File: src/rtl/mux_3_to_1_loader.sv
// Merges the IFM, weight and bias load streams onto one tagged output bus.
// Round-robin arbitration with bursts capped at BURST_LEN beats per grant.
module mux_3_to_1_loader #(
    parameter int unsigned DATA_WIDTH = 32,
    parameter int unsigned BURST_LEN  = 8,
    parameter logic [1:0]  IFM        = 2'b01,
    parameter logic [1:0]  WGT        = 2'b10,
    parameter logic [1:0]  BIAS       = 2'b11
) (
    input  logic                  clk,
    input  logic                  rst_n,
    input  logic [DATA_WIDTH-1:0] ifm_data,
    input  logic [DATA_WIDTH-1:0] wgt_data,
    input  logic [DATA_WIDTH-1:0] bias_data,
    input  logic [2:0]            in_valid,
    output logic [2:0]            in_ready,
    input  logic                  out_ready,
    output logic                  out_valid,
    output logic [1:0]            sel,
    output logic [DATA_WIDTH-1:0] main_output
);

    localparam int unsigned CountWidth = $clog2(BURST_LEN + 1);
    localparam logic [CountWidth-1:0] BurstMax = CountWidth'(BURST_LEN);

    typedef enum logic {
        StIdle  = 1'b0,
        StBurst = 1'b1
    } state_e;

    state_e                  state_q, state_d;
    logic [1:0]              grant_q, grant_d;
    logic [1:0]              rr_q, rr_d;
    logic [CountWidth-1:0]   count_q, count_d;
    logic [CountWidth-1:0]   count_inc;
    logic                    out_valid_q;
    logic [1:0]              sel_q;
    logic [DATA_WIDTH-1:0]   data_q;

    logic                    can_load;
    logic                    take;
    logic [1:0]              cand0, cand1, cand2;
    logic [1:0]              grant_tag;
    logic [DATA_WIDTH-1:0]   grant_data;

    function automatic logic [1:0] next_ch(input logic [1:0] c);
        return (c == 2'd2) ? 2'd0 : c + 2'd1;
    endfunction

    assign can_load  = !out_valid_q || out_ready;
    assign count_inc = count_q + CountWidth'(1);

    // Scan order for arbitration starts at the round-robin pointer.
    assign cand0 = rr_q;
    assign cand1 = next_ch(cand0);
    assign cand2 = next_ch(cand1);

    always_comb begin
        grant_tag  = IFM;
        grant_data = ifm_data;
        case (grant_q)
            2'd1: begin
                grant_tag  = WGT;
                grant_data = wgt_data;
            end
            2'd2: begin
                grant_tag  = BIAS;
                grant_data = bias_data;
            end
            default: begin
                grant_tag  = IFM;
                grant_data = ifm_data;
            end
        endcase
    end

    always_comb begin
        state_d  = state_q;
        grant_d  = grant_q;
        count_d  = count_q;
        rr_d     = rr_q;
        in_ready = 3'b000;
        take     = 1'b0;
        case (state_q)
            StIdle: begin
                if (|in_valid) begin
                    state_d = StBurst;
                    count_d = '0;
                    if (in_valid[cand0]) begin
                        grant_d = cand0;
                    end else if (in_valid[cand1]) begin
                        grant_d = cand1;
                    end else begin
                        grant_d = cand2;
                    end
                end
            end
            StBurst: begin
                in_ready[grant_q] = can_load;
                take              = in_valid[grant_q] && can_load;
                if (take) begin
                    count_d = count_inc;
                end
                // A stalled output with a dropped valid keeps the grant; no timeout.
                if ((take && (count_inc == BurstMax)) || (can_load && !in_valid[grant_q])) begin
                    state_d = StIdle;
                    rr_d    = next_ch(grant_q);
                end
            end
            default: state_d = StIdle;
        endcase
    end

    always_ff @(posedge clk or negedge rst_n) begin
        if (!rst_n) begin
            state_q <= StIdle;
            grant_q <= 2'd0;
            rr_q    <= 2'd0;
            count_q <= '0;
        end else begin
            state_q <= state_d;
            grant_q <= grant_d;
            rr_q    <= rr_d;
            count_q <= count_d;
        end
    end

    always_ff @(posedge clk or negedge rst_n) begin
        if (!rst_n) begin
            out_valid_q <= 1'b0;
            sel_q       <= 2'b00;
            data_q      <= '0;
        end else if (take) begin
            out_valid_q <= 1'b1;
            sel_q       <= grant_tag;
            data_q      <= grant_data;
        end else if (out_ready) begin
            // Data is left as-is once the beat is consumed; only the tag clears.
            out_valid_q <= 1'b0;
            sel_q       <= 2'b00;
        end
    end

    assign out_valid   = out_valid_q;
    assign sel         = sel_q;
    assign main_output = data_q;

endmodule

File: config.mk
export PLATFORM = sky130hd
export DESIGN_NAME = mux_3_to_1_loader
export DESIGN_NICKNAME = d
export VERILOG_FILES = /design/src/rtl/mux_3_to_1_loader.sv
export SDC_FILE = /design/constraint.sdc
export NUM_CORES = 1
export LEC_CHECK = 0
export CAP_MARGIN = 20
export CORE_MARGIN = 1.5
export CORE_UTILIZATION = 40
export CTS_BUF_LIST = sky130_fd_sc_hd__clkbuf_8
export CTS_CLUSTER_DIAMETER = 30
export DETAILED_ROUTE_END_ITERATION = 6
export GPL_TIMING_DRIVEN = 0
export PLACE_DENSITY_LB_ADDON = 0.2
export SLEW_MARGIN = 20
export SYNTH_ARGS = -nofsm -noshare
export SYNTH_HDL_FRONTEND = slang
export SYNTH_SLANG_ARGS = --single-unit
export TNS_END_PERCENT = 100
File: constraint.sdc
create_clock -name clk -period 2.8 [get_ports clk]
set_input_delay 0.7 -clock clk [delete_from_list [all_inputs] [get_ports clk]]
set_output_delay 0.7 -clock clk [all_outputs]
set_load 0.1 [all_outputs]
==> flow_summary.toml, run 1 <==
[finish]
drive_gt1_frac = 0.136
antennaDiodeCount = 0
nNetsFinal = 513
final_cell_mix = "clkdlybuf4s50_1, dfrtp_1, nand2_1"
final_common_cell = "clkdlybuf4s50_1"
stdcell_count = 480
area_delta_synth_final_pct = 63.2
final_core_util = 0.690
fillers = 501

[synthesis]
synth_cell_types = 34
ys_seq_area_frac = 0.430
synthCells = 259
synth_warnings = 0
synth_nets = 368
synth_area_leader_cell = "dfrtp_1"
syn_area_sq_um = 2560
synth_top_cells_by_area = "dfrtp_1, o31ai_2, a221oi_1, nand2_1, nor2_1"
avgSynthCellArea_sq_um = 9.89
synth_top_area_share = 0.430
synth.ff_latch_count = 44

[worst_setup_path]
path_buf_inv = 2
end_kind = "output port"
path_cells = "clkdlybuf4s50_1, nand2b_1, and3_1, buf_2"
cp.arrival_ns = 2.04
worstSetupStartpoint = "out_ready"
cp_max_fo = 6
worst-path-stages = 4
critical_path_class = "in2out"
crit_path_start_kind = "input port"
worst-r2r-cell-count = 7
crit_path_top_delay_cell = "clkdlybuf4s50_1"
r2r-start = "grant_q[1]"
critPathRequiredTime_ns = 2.10
cp_top_family = "buffers and inverters"
r2r-end = "main_output[15]"
rrSetupSlack_ns = 0.59
max_stage_delay_ns = 0.49

[clocking]
clock_path_buffers = 2
cts_tree = "built"
cts_sinks = 44
cts_root_buf = "clkbuf_8"
clock_latency_ns = 0.30
cts_buffers = 5
clkTransAtPathRegs_ns = 0.08
htreeDepth = 2
post-cts-setup-buffer-count = 0

[routing]
drc = 0
final_antenna_net_count = 0
wirelength_mm = 7.83
wl_per_cell_microns = 16.3
vias_per_cell = 5.47
num_vias = 2626
drt-initial-drc-count = 146
drt_first_pass_iters = 4

[placed_design]
gp_congestion = 0.849
dp_slack_ns = -0.701
portBuffers = 139
post-dp-hpwl_mm = 6.18
dpl.cell_count = 474

[sta]
worst_slew_pin_slew_ns = 1.02
fin_crit_sh = 0.978
finalSetupViolCount = 0
clock_skew_ns = 0.00334
max_freq_mhz = 365
maxSlewViolCount = 0
hold_violations = 0
slew_headroom = 0.317
fin_crit_ns = 2.74
rsz0062_at_grt = "no"
setup_ws_ns = 0.0616

[global_route]
grt_usage = 0.233
grt_start_max_net_pins = 25
grt_pass1_vias = 2590
antenna_found_initial = 0
grt_pass1_wl_mm = 12.9
overflow = 0

[die]
dieWidth_microns = 83.0
start_util = 0.423
die_area_sq_um = 6900
rows = 28
fp.coreArea_sq_um = 6060
fp.dieH_microns = 83.0
num_io_pins = 140

[run_status]
status = "finished clean"

[hold_path]
hold_class = "in2async"

[job]
drv_cap = 0
[timing repair]
item                       CTS  global route
setup endpoints to repair    3             2
resized for setup           22             0
hold buffers                 0             0
[sequential cells by signal, summed over array words and instances, names as in the netlist]
| signal | cells |
|---|---|
| main_output | 32 |
| grant_q | 2 |
| out_valid | 1 |
| cand0 | 2 |
| sel | 2 |
| state_q | 1 |
| count_q | 4 |
[cell families after synthesis]
kind of cell | synth area share
compound gates | 0.315
flops | 0.430
mux | 0.0127
buf+inv | 0.0586
xor+xnor | 0.00342
fa+ha+maj | 0.0342
simple gates | 0.146
[synth_stat cells (all sizes together)]
cell type / number
buf: 7
a221oi: 32
nor4bb: 1
o22ai: 1
nand2: 42
a31o: 1
mux2: 2
nor3b: 1
a211oi: 1
dfrtp: 44
and3b: 1
a21oi: 6
inv: 6
nand2b: 1
o2111ai: 1
o31ai: 32
clkbuf: 17
a21o: 1
o32a: 1
o21bai: 1
nand3b: 2
xor2: 1
o211ai: 1
and3: 3
a31oi: 1
nand3: 1
nor3: 1
nor2: 36
ha: 7
and2: 1
o21ai: 5
mux2i: 1
[stage by stage]
stage | cell area, sq um | hold WS [ns] | TNS [ns]
6_report | 4180 | 0.358 | 0
5_1_grt | 4180 | 0.386 | 0
3_3_place_gp | 4050 | 0.466 | -11.88
4_1_cts | 4190 | 0.369 | 0
3_5_place_dp | 4060 | 0.473 | -2.00
2_1_floorplan | 2560 | 0.404 | 0
[cell type report]
class / count / area, sq um / share of cell area
plain buffers: 22 / 128 / 0.0305
clock buffers: 7 / 96.3 / 0.0230
clock inverters: 1 / 30.0 / 0.00718
inverters: 6 / 22.5 / 0.00538
multi-input cells: 185 / 1310 / 0.313
flip-flops and latches: 44 / 1100 / 0.263
well taps: 75 / 93.8 / 0.0224
repair buffers: 140 / 1400 / 0.335
[per-layer routing]
layer	part of all wire	vias to the layer above	track usage
met2	0.48	118	0.401
met3	0.086	13	0.0686
met1	0.41	1246	0.281
met4	0.017	0	0.0667
li1	-	1249	-
met5	0	-	0
[worst max path at each step]
stage | to | slack, ns
finish | in_ready[0] | 0.06
global route | in_ready[0] | 0.03
CTS | in_ready[1] | 0.03
detailed placement | in_ready[1] | -0.70
global placement | in_ready[1] | -0.67
floorplan | in_ready[1] | 0.14
[worst register-to-register path, cell delays in order (launching register included)]
cell	delay [ns]
dfrtp_1	0.46
inv_1	0.14
ha_1	0.29
clkbuf_1	0.24
inv_1	0.19
clkbuf_1	0.28
a221oi_1	0.40
o31ai_2	0.09
Power of run 1 is left out: the tool's default activity adds up to more than one toggle a clock period on the data nets, which glitch-free logic cannot reach.
==> run 2: changes to the inputs <==
CAP_MARGIN = 30   (was 20)
==> flow_summary.toml, run 2 (same netlist as run 1, synthesis figures left out) <==
[clocking]
cts_root_buf = "clkbuf_8"
hold_buffers = 0
htreeDepth = 2
clock_latency_ns = 0.31
clock_path_buffers = 2
cts_tree = "built"
cts_buffers = 5
cts_sinks = 44
clkTransAtPathRegs_ns = 0.08

[routing]
wl_per_cell_microns = 16.8
wirelength_mm = 8.06
final_antenna_net_count = 0
num_vias = 2635
drt_first_pass_iters = 4
drc = 0
vias_per_cell = 5.49
drt-initial-drc-count = 147

[placed_design]
post-dp-hpwl_mm = 6.16
gp_congestion = 0.849
portBuffers = 139
dp_slack_ns = -0.688

[worst_setup_path]
critical_path_class = "in2out"
end_kind = "output port"
crit_path_start_kind = "input port"
cp_max_fo = 6
critPathRequiredTime_ns = 2.10
cp.arrival_ns = 2.03

[die]
rows = 28
dieWidth_microns = 83.0
die_area_sq_um = 6900
fp.coreArea_sq_um = 6060
num_io_pins = 140
fp.dieH_microns = 83.0
start_util = 0.423

[sta]
hold_slack_ns = 0.352
tns_ns = 0
maxSlewViolCount = 0
setup_ws_ns = 0.0736
fin_crit_sh = 0.974
rsz0062_at_grt = "no"
slew_headroom = 0.311
max_freq_mhz = 367
clock_skew_ns = 0.00486
finalSetupViolCount = 0
hold_violations = 0
worst_slew_pin_slew_ns = 1.03
fin_crit_ns = 2.73

[finish]
final_core_util = 0.690
nNetsFinal = 513
fillers = 530
drive_gt1_frac = 0.136
area_delta_synth_final_pct = 63.2
final_common_cell = "clkdlybuf4s50_1"
antennaDiodeCount = 0
largest_reg_flops = 32
final_cell_mix = "clkdlybuf4s50_1, dfrtp_1, nand2_1"

[global_route]
antenna_found_initial = 0
grt_pass1_wl_mm = 13.1
grt_pass1_vias = 2645
overflow = 0
grt_start_max_net_pins = 25
grt_usage = 0.237

[run_status]
status = "finished clean"

[job]
drv_cap = 0

[hold_path]
hold_class = "in2async"
==> run 2: layout make-up <==
type                            instances  area, sq um  share of cell area
Clock buffer                            7         96.3              0.0230
Inverter                                6         22.5             0.00538
Tap cell                               75         93.8              0.0224
Multi-Input combinational cell        185         1310               0.313
Sequential cell                        44         1100               0.263
Buffer                                 22          128              0.0305
Clock inverter                          1         30.0             0.00718
Timing Repair Buffer                  140         1400               0.335
==> run 2: worst paths after layout <==
kind | cells past startpoint | slack (ns) | end | startpoint
max reg2reg | 7 | 0.59 | main_output[17] | grant_q[1]
max | 4 | 0.07 | in_ready[0] | out_ready
min | 1 | 0.35 | state_q | rst_n
min reg2reg | 2 | 0.49 | main_output[2] | main_output[2]
max in group asynchronous | 2 | 1.93 | main_output[19] | rst_n
min in group clk | 2 | 0.49 | main_output[2] | main_output[2]
==> run 2: layer usage <==
layer / GRT usage / vias up / share of wire / wire, microns
li1: - / 1246 / - / -
met1: 0.287 / 1244 / 0.43 / 3450
met2: 0.401 / 131 / 0.47 / 3790
met3: 0.0716 / 14 / 0.083 / 672
met4: 0.0833 / 0 / 0.018 / 147
met5: 0 / - / 0 / 0
==> run 2: what timing repair did <==
action / CTS / global route
gates resized for setup: 22 / 0
endpoints found under the hold margin: 0 / 0
setup endpoints to repair: 3 / 2
setup buffers: 0 / 0
==> run 2: critical path, stage by stage <==
cell	delay, ns
clkdlybuf4s50_1	0.48
nand2b_1	0.22
and3_1	0.19
buf_2	0.42
==> run 2: per-stage QoR <==
stage               instances  cell area [sq um]
floorplan                 259               2560
global placement          473               4050
detailed placement        474               4060
CTS                       482               4190
global route              480               4180
finish                    480               4180
Power of run 2 is left out for the same reason.
==> run 3: changes to the inputs <==
ABC_CLOCK_PERIOD_IN_PS = 2800   (was default)
==> results of run 3 <==
Same layout as run 2: the final DEF is identical, and so are final timing and power.
Power of run 3 is left out for the same reason.
